File: src/rtl/alu_wide_sequencer_pkg.sv
// rtl/alu_wide_sequencer_pkg.sv - shared types and ALU codes for the wide ALU sequencer
package alu_seq_pkg;

  // Wide operations accepted on the request port
  typedef enum logic [2:0] {
    OP_ADD  = 3'd0,
    OP_AND  = 3'd1,
    OP_OR   = 3'd2,
    OP_XOR  = 3'd3,
    OP_NOT  = 3'd4,
    OP_SHL1 = 3'd5,
    OP_INC  = 3'd6,
    OP_RSVD = 3'd7
  } op_e;

  // 8-bit ALU instruction bytes
  localparam logic [7:0] ALU_ADD  = 8'h00;
  localparam logic [7:0] ALU_ADC  = 8'h01;
  localparam logic [7:0] ALU_NOT  = 8'h08;
  localparam logic [7:0] ALU_AND  = 8'h09;
  localparam logic [7:0] ALU_OR   = 8'h0A;
  localparam logic [7:0] ALU_XOR  = 8'h0B;
  // NOT never touches the carry flag, so it is the safe parking code
  localparam logic [7:0] ALU_IDLE = ALU_NOT;

  typedef enum logic [1:0] {
    ST_IDLE = 2'd0,
    ST_RUN  = 2'd1,
    ST_FIN  = 2'd2,
    ST_RESP = 2'd3
  } state_e;

  // Adder-chained ops report the carry out of the top byte
  function automatic logic is_adder_op(op_e op);
    return (op == OP_ADD) || (op == OP_SHL1) || (op == OP_INC);
  endfunction

endpackage

File: src/rtl/alu_wide_sequencer_if.sv
// rtl/alu_wide_sequencer_if.sv - request/response ports and ALU pin bundle
interface alu_wide_sequencer_if #(
  parameter int NBYTES = 4
);
  logic                  req_valid;
  logic                  req_ready;
  logic [2:0]            req_op;
  logic [8*NBYTES-1:0]   req_a;
  logic [8*NBYTES-1:0]   req_b;
  logic                  rsp_valid;
  logic                  rsp_ready;
  logic [8*NBYTES-1:0]   rsp_result;
  logic                  rsp_cf;
  logic                  rsp_zf;
  logic                  rsp_sf;
  logic                  rsp_err;
  logic [7:0]            alu_in1;
  logic [7:0]            alu_in2;
  logic [7:0]            alu_instr;
  logic                  alu_en;
  logic [7:0]            alu_out;
  logic                  alu_cf;

  // Sequencer side
  modport slave (
    input  req_valid, req_op, req_a, req_b, rsp_ready, alu_out, alu_cf,
    output req_ready, rsp_valid, rsp_result, rsp_cf, rsp_zf, rsp_sf, rsp_err,
    output alu_in1, alu_in2, alu_instr, alu_en
  );

  // Requester plus ALU side
  modport master (
    output req_valid, req_op, req_a, req_b, rsp_ready, alu_out, alu_cf,
    input  req_ready, rsp_valid, rsp_result, rsp_cf, rsp_zf, rsp_sf, rsp_err,
    input  alu_in1, alu_in2, alu_instr, alu_en
  );
endinterface

File: src/rtl/alu_wide_sequencer.sv
// rtl/alu_wide_sequencer.sv - byte-serial wide operation sequencer driving an 8-bit ALU
module alu_wide_sequencer
  import alu_seq_pkg::*;
#(
  parameter int NBYTES = 4
) (
  input  logic                 clk,
  input  logic                 rst,
  alu_wide_sequencer_if.slave  bus
);

  localparam int W    = 8 * NBYTES;
  localparam int IDXW = (NBYTES > 1) ? $clog2(NBYTES) : 1;
  localparam int SELW = IDXW + 3;

  state_e           r_state;
  state_e           w_next;
  logic [IDXW-1:0]  r_idx;
  op_e              r_op;
  logic [W-1:0]     r_a;
  logic [W-1:0]     r_b;
  logic [W-1:0]     r_result;
  logic             r_nz;
  logic [W-1:0]     r_rsp_result;
  logic             r_rsp_cf;
  logic             r_rsp_zf;
  logic             r_rsp_sf;
  logic             r_rsp_err;

  logic [SELW-1:0]  w_sel;
  logic [7:0]       w_a_byte;
  logic [7:0]       w_b_byte;
  logic             w_first;
  logic             w_last;
  op_e              w_req_op;
  logic [7:0]       w_in1;
  logic [7:0]       w_in2;
  logic [7:0]       w_instr;
  logic             w_en;

  assign w_sel    = {r_idx, 3'b000};
  assign w_a_byte = r_a[w_sel +: 8];
  assign w_b_byte = r_b[w_sel +: 8];
  assign w_first  = (r_idx == '0);
  assign w_last   = (r_idx == IDXW'(NBYTES - 1));
  assign w_req_op = op_e'(bus.req_op);

  // State register
  always_ff @(posedge clk) begin
    if (rst) begin
      r_state <= ST_IDLE;
    end else begin
      r_state <= w_next;
    end
  end

  // Next state and ALU pin drive; ALU is parked on NOT outside RUN
  always_comb begin
    w_next  = r_state;
    w_instr = ALU_IDLE;
    w_in1   = 8'h00;
    w_in2   = 8'h00;
    w_en    = 1'b0;
    case (r_state)
      ST_IDLE: begin
        if (bus.req_valid) begin
          w_next = (w_req_op == OP_RSVD) ? ST_RESP : ST_RUN;
        end
      end
      ST_RUN: begin
        w_en  = 1'b1;
        w_in1 = w_a_byte;
        case (r_op)
          OP_ADD: begin
            w_in2   = w_b_byte;
            w_instr = w_first ? ALU_ADD : ALU_ADC;
          end
          OP_SHL1: begin
            w_in2   = w_a_byte;
            w_instr = w_first ? ALU_ADD : ALU_ADC;
          end
          OP_INC: begin
            w_in2   = w_first ? 8'h01 : 8'h00;
            w_instr = w_first ? ALU_ADD : ALU_ADC;
          end
          OP_AND: begin
            w_in2   = w_b_byte;
            w_instr = ALU_AND;
          end
          OP_OR: begin
            w_in2   = w_b_byte;
            w_instr = ALU_OR;
          end
          OP_XOR: begin
            w_in2   = w_b_byte;
            w_instr = ALU_XOR;
          end
          default: begin
            w_instr = ALU_NOT;
          end
        endcase
        if (w_last) begin
          w_next = ST_FIN;
        end
      end
      ST_FIN: begin
        w_next = ST_RESP;
      end
      ST_RESP: begin
        if (bus.rsp_ready) begin
          w_next = ST_IDLE;
        end
      end
      default: begin
        w_next = ST_IDLE;
      end
    endcase
  end

  // Operand latch, byte collection and response flag formation
  always_ff @(posedge clk) begin
    if (rst) begin
      r_idx        <= '0;
      r_op         <= OP_ADD;
      r_a          <= '0;
      r_b          <= '0;
      r_result     <= '0;
      r_nz         <= 1'b0;
      r_rsp_result <= '0;
      r_rsp_cf     <= 1'b0;
      r_rsp_zf     <= 1'b0;
      r_rsp_sf     <= 1'b0;
      r_rsp_err    <= 1'b0;
    end else begin
      case (r_state)
        ST_IDLE: begin
          if (bus.req_valid) begin
            if (w_req_op == OP_RSVD) begin
              r_rsp_result <= '0;
              r_rsp_cf     <= 1'b0;
              r_rsp_zf     <= 1'b0;
              r_rsp_sf     <= 1'b0;
              r_rsp_err    <= 1'b1;
            end else begin
              r_a      <= bus.req_a;
              r_b      <= bus.req_b;
              r_op     <= w_req_op;
              r_idx    <= '0;
              r_nz     <= 1'b0;
              r_result <= '0;
            end
          end
        end
        ST_RUN: begin
          r_result[w_sel +: 8] <= bus.alu_out;
          r_nz                 <= r_nz | (bus.alu_out != 8'h00);
          r_idx                <= r_idx + IDXW'(1);
        end
        ST_FIN: begin
          r_rsp_result <= r_result;
          r_rsp_cf     <= is_adder_op(r_op) ? bus.alu_cf : 1'b0;
          r_rsp_zf     <= ~r_nz;
          r_rsp_sf     <= r_result[W-1];
          r_rsp_err    <= 1'b0;
        end
        default: begin
        end
      endcase
    end
  end

  assign bus.req_ready  = (r_state == ST_IDLE) & ~rst;
  assign bus.rsp_valid  = (r_state == ST_RESP);
  assign bus.rsp_result = r_rsp_result;
  assign bus.rsp_cf     = r_rsp_cf;
  assign bus.rsp_zf     = r_rsp_zf;
  assign bus.rsp_sf     = r_rsp_sf;
  assign bus.rsp_err    = r_rsp_err;
  assign bus.alu_in1    = w_in1;
  assign bus.alu_in2    = w_in2;
  assign bus.alu_instr  = w_instr;
  assign bus.alu_en     = w_en;

endmodule

File: src/flat_wrapper.sv
// flat-port wrapper written by rule: the top's interface ports become plain ports
module alu_wide_sequencer_flat import alu_seq_pkg::*;
#(
  parameter int NBYTES = 4
)
  (clk, rst, bus_req_valid, bus_req_op, bus_req_a, bus_req_b, bus_rsp_ready, bus_alu_out, bus_alu_cf, bus_req_ready, bus_rsp_valid, bus_rsp_result, bus_rsp_cf, bus_rsp_zf, bus_rsp_sf, bus_rsp_err, bus_alu_in1, bus_alu_in2, bus_alu_instr, bus_alu_en);
  alu_wide_sequencer_if #(.NBYTES(NBYTES)) bus_i ();
  input  logic clk;
  input  logic rst;
  input wire logic [$bits(bus_i.req_valid)-1:0] bus_req_valid;
  input wire logic [$bits(bus_i.req_op)-1:0] bus_req_op;
  input wire logic [$bits(bus_i.req_a)-1:0] bus_req_a;
  input wire logic [$bits(bus_i.req_b)-1:0] bus_req_b;
  input wire logic [$bits(bus_i.rsp_ready)-1:0] bus_rsp_ready;
  input wire logic [$bits(bus_i.alu_out)-1:0] bus_alu_out;
  input wire logic [$bits(bus_i.alu_cf)-1:0] bus_alu_cf;
  output wire logic [$bits(bus_i.req_ready)-1:0] bus_req_ready;
  output wire logic [$bits(bus_i.rsp_valid)-1:0] bus_rsp_valid;
  output wire logic [$bits(bus_i.rsp_result)-1:0] bus_rsp_result;
  output wire logic [$bits(bus_i.rsp_cf)-1:0] bus_rsp_cf;
  output wire logic [$bits(bus_i.rsp_zf)-1:0] bus_rsp_zf;
  output wire logic [$bits(bus_i.rsp_sf)-1:0] bus_rsp_sf;
  output wire logic [$bits(bus_i.rsp_err)-1:0] bus_rsp_err;
  output wire logic [$bits(bus_i.alu_in1)-1:0] bus_alu_in1;
  output wire logic [$bits(bus_i.alu_in2)-1:0] bus_alu_in2;
  output wire logic [$bits(bus_i.alu_instr)-1:0] bus_alu_instr;
  output wire logic [$bits(bus_i.alu_en)-1:0] bus_alu_en;
  assign bus_i.req_valid = bus_req_valid;
  assign bus_i.req_op = bus_req_op;
  assign bus_i.req_a = bus_req_a;
  assign bus_i.req_b = bus_req_b;
  assign bus_i.rsp_ready = bus_rsp_ready;
  assign bus_i.alu_out = bus_alu_out;
  assign bus_i.alu_cf = bus_alu_cf;
  assign bus_req_ready = bus_i.req_ready;
  assign bus_rsp_valid = bus_i.rsp_valid;
  assign bus_rsp_result = bus_i.rsp_result;
  assign bus_rsp_cf = bus_i.rsp_cf;
  assign bus_rsp_zf = bus_i.rsp_zf;
  assign bus_rsp_sf = bus_i.rsp_sf;
  assign bus_rsp_err = bus_i.rsp_err;
  assign bus_alu_in1 = bus_i.alu_in1;
  assign bus_alu_in2 = bus_i.alu_in2;
  assign bus_alu_instr = bus_i.alu_instr;
  assign bus_alu_en = bus_i.alu_en;
  alu_wide_sequencer #(.NBYTES(NBYTES)) u_core (.clk(clk), .rst(rst), .bus(bus_i));
endmodule
File: config.mk
export PLATFORM = sky130hd
export DESIGN_NAME = alu_wide_sequencer_flat
export DESIGN_NICKNAME = d
export VERILOG_FILES = /design/src/rtl/alu_wide_sequencer_pkg.sv /design/src/rtl/alu_wide_sequencer_if.sv /design/src/rtl/alu_wide_sequencer.sv /design/src/flat_wrapper.sv
export SDC_FILE = /design/constraint.sdc
export NUM_CORES = 1
export LEC_CHECK = 0
export CAP_MARGIN = 20
export CORE_ASPECT_RATIO = 0.7
export CORE_MARGIN = 1.5
export CORE_UTILIZATION = 50
export CTS_CLUSTER_DIAMETER = 40
export CTS_CLUSTER_SIZE = 25
export DETAILED_ROUTE_END_ITERATION = 6
export PLACE_DENSITY = 0.81
export SLEW_MARGIN = 20
export SYNTH_ARGS = -nofsm -noshare
export SYNTH_HDL_FRONTEND = slang
export SYNTH_SLANG_ARGS = --single-unit
File: constraint.sdc
create_clock -name clk -period 2.8 [get_ports clk]
set_clock_uncertainty 0.05 [all_clocks]
set_input_delay 0.7 -clock clk [delete_from_list [all_inputs] [get_ports clk]]
set_output_delay 0.7 -clock clk [all_outputs]
set_load 0.03 [all_outputs]
==> results.toml <==
[run_status]
status = "complete, no violations"

[logic_synthesis]
yosysWarnings = 0
yosysTopAreaCellShare = 0.472
async_flop_share = 0
synth-seq-area-share = 0.472
syn_inst = 721
synth_seq_cells = 139
yosysTopAreaCell = "dfxtp_1"
syn_area_per_cell_sq_um = 8.17
synth-main-ff-cell = "dfxtp_1"
synthTopCellsByArea = "dfxtp_1, nand2_1, a21oi_1"
synth_edf_count = 0
ys_types = 41
netlist_area_sq_mm = 0.00589

[sta]
setup_tns_ns = 0
fin_crit_ns = 2.78
hold_viol_final = 0
worstMarginPinSlew_ns = 0.816
timing.fmax_mhz = 359
fin_crit_sh = 0.994
slew_headroom = 0.456
maxSlewViolCount = 0
setup_ws_ns = 0.0169
setup_violations = 0

[global_routing]
use_met2 = 0.429
met3_usage = 0.0858
grt_start_max_net_pins = 82
grt.total_usage = 0.283
grtUsageMet1 = 0.395
grt_pass1_vias = 5232
antenna_found_initial = 0
grt_pass1_wl_microns = 27300
busiest_layer = "met2"
grt_overflow = 0

[clock_network]
cts-root-buf = "clkbuf_16"
cts_sinks = 139
clk-insertion-delay-late_ns = 0.41
path_clk_slew_ns = 0.06
htree_num_levels = 4
cts_tree = "done"
cts_inserted_buffers = 17
cts_buffer_depth = 2

[final_layout]
final_cells = 1008
fin_nets = 931
diodes = 0
area_growth_pct = 35.3
drive_gt1_frac = 0.108
final_area_sq_mm = 0.00798

[power_and_ir_drop]
p_leak_nw = 2.87
ir_drop_v = 0.000553
power_mw = 6.51
powerDensity_mw_per_mm2 = 816

[flow_run]
max-cap-violations = 0

[drt]
vias = 5649
wl_per_cell_microns = 17.2
drt_first_pass_iters = 5
drt_iter0_drc = 505
ant_nets = 0
drc_errors = 0
drt_wl_total_microns = 17400
via_per_inst = 5.60

[setup_path]
critPathKind = "reg -> out"
cp.required_ns = 2.05
crit_fanout = 7
start_kind = "flip-flop"
end_kind = "output pin"
worstPathArrival_ns = 2.03

[floorplan]
die-area_sq_mm = 0.0125
fp.dieH_microns = 93.8
num_rows = 32
core_area_sq_mm = 0.0113
initial_core_util = 0.524
dieWidth_microns = 133
io_pins = 143

[hold_path]
min_path_type = "reg -> reg"

[placed_design]
dp_cells = 974
place_ws_ns = 0.0514
io_buffer_count = 137
place_congestion = 0.842
dpl.hpwl_microns = 11900
placed_area_sq_mm = 0.00738
cells in the final DEF, fill, tap and decap left out, types with 7 or more instances in the layout:
master,netlist,final
a21oi_1,136,136
a32oi_1,8,8
and2_1,9,9
buf_2,20,7
buf_4,10,19
clkbuf_16,0,18
clkdlybuf4s50_1,0,115
dfxtp_1,139,137
dlygate4sd2_1,0,9
ha_1,8,7
inv_1,7,7
mux4_2,16,16
nand2_1,198,198
nand3_1,62,61
nor2_1,28,27
nor2b_1,11,11
Yosys cell counts (2+ instances only):
| library cell | count |
|---|---|
| clkbuf_1 | 29 |
| nor2b_1 | 11 |
| dfxtp_1 | 139 |
| nor2_1 | 28 |
| and3_1 | 3 |
| and2_1 | 9 |
| buf_2 | 20 |
| a32oi_1 | 8 |
| nand4_1 | 2 |
| mux4_2 | 16 |
| nor4_1 | 2 |
| o22a_1 | 2 |
| nand3_1 | 62 |
| ha_1 | 8 |
| inv_1 | 7 |
| nor3_1 | 2 |
| buf_4 | 10 |
| nand2_1 | 198 |
| or3_1 | 2 |
| nor3_2 | 2 |
| o21ai_0 | 3 |
| or2b_1 | 2 |
| a211oi_1 | 3 |
| a21oi_1 | 136 |
flip-flops by register name, indices dropped and copies added, names as in the netlist:
signal                 cells
u_core.bus.rsp_cf          1
u_core.r_state             2
u_core.r_result           32
u_core.r_nz                1
u_core.r_b                32
u_core.r_idx               2
u_core.bus.rsp_zf          1
u_core.r_op                3
u_core.bus.rsp_result     32
u_core.r_a                32
u_core.bus.rsp_err         1
final timing paths:
path | slack [ns] | start | endpoint | cells after the start
worst max register to register | 0.53 | u_core.r_state[0] | u_core.r_result[15] | 6
worst min-delay path | 0.41 | u_core.r_b[0] | u_core.r_b[0] | 2
worst min register to register | 0.41 | u_core.r_b[0] | u_core.r_b[0] | 2
worst max-delay path | 0.02 | u_core.r_idx[0] | bus_alu_instr[0] | 9
final cells by class:
class                   instances  area [sq um]
clock buffers                  18           429
fillers                       831          3280
repair buffers                158          1540
flip-flops and latches        139          2790
inverters                       8          30.0
clock inverters                13           169
multi-input cells             519          2830
well taps                     153           191
routing by layer:
layer,vias to the layer above,routed length [microns]
li1,2686,-
met1,2630,7650
met2,299,7630
met3,34,1760
met4,0,330
met5,-,0
logic make-up after synthesis:
kind of cell             after synthesis  share of synthesized area
adder cells (fa/ha/maj)                8                     0.0170
AND/OR/NAND/NOR                      328                      0.242
multiplexers                          18                     0.0648
flip-flops                           139                      0.472
AO/OA/AOI/OAI                        159                      0.149
XOR/XNOR                               1                    0.00149
buffers and inverters                 67                     0.0533
other                                  1                   0.000636
metrics by stage:
| step | hold slack [ns] | util |
|---|---|---|
| after global placement | 0.390 | 0.656 |
| final | 0.406 | 0.709 |
| after CTS | 0.406 | 0.708 |
| after global routing | 0.410 | 0.709 |
| after detailed placement | 0.396 | 0.656 |
| after floorplan | 0.382 | - |
repair_timing:
action                                  CTS  global route
endpoints found under the hold margin     0             0
endpoints found under the setup margin   19             9
hold buffers                              0             0
gates resized for setup                  38            18
cloned                                    0             1
setup buffers                             0             2
critical path, cell delays in order (launching register included):
cell and delay [ns]:
dfxtp_4 0.39, buf_12 0.13, inv_1 0.07, ha_2 0.20, buf_4 0.15, nor2_1 0.15, nor2_1 0.08, o22a_1 0.20
nor2_1 0.08, buf_4 0.17
where the power goes:
| group | internal (mW) | switching [mW] |
|---|---|---|
| sequential | 2.17 | 0.158 |
| combinational | 0.696 | 1.21 |
| clock | 1.40 | 0.865 |
Power figures use the tool's default switching activity.
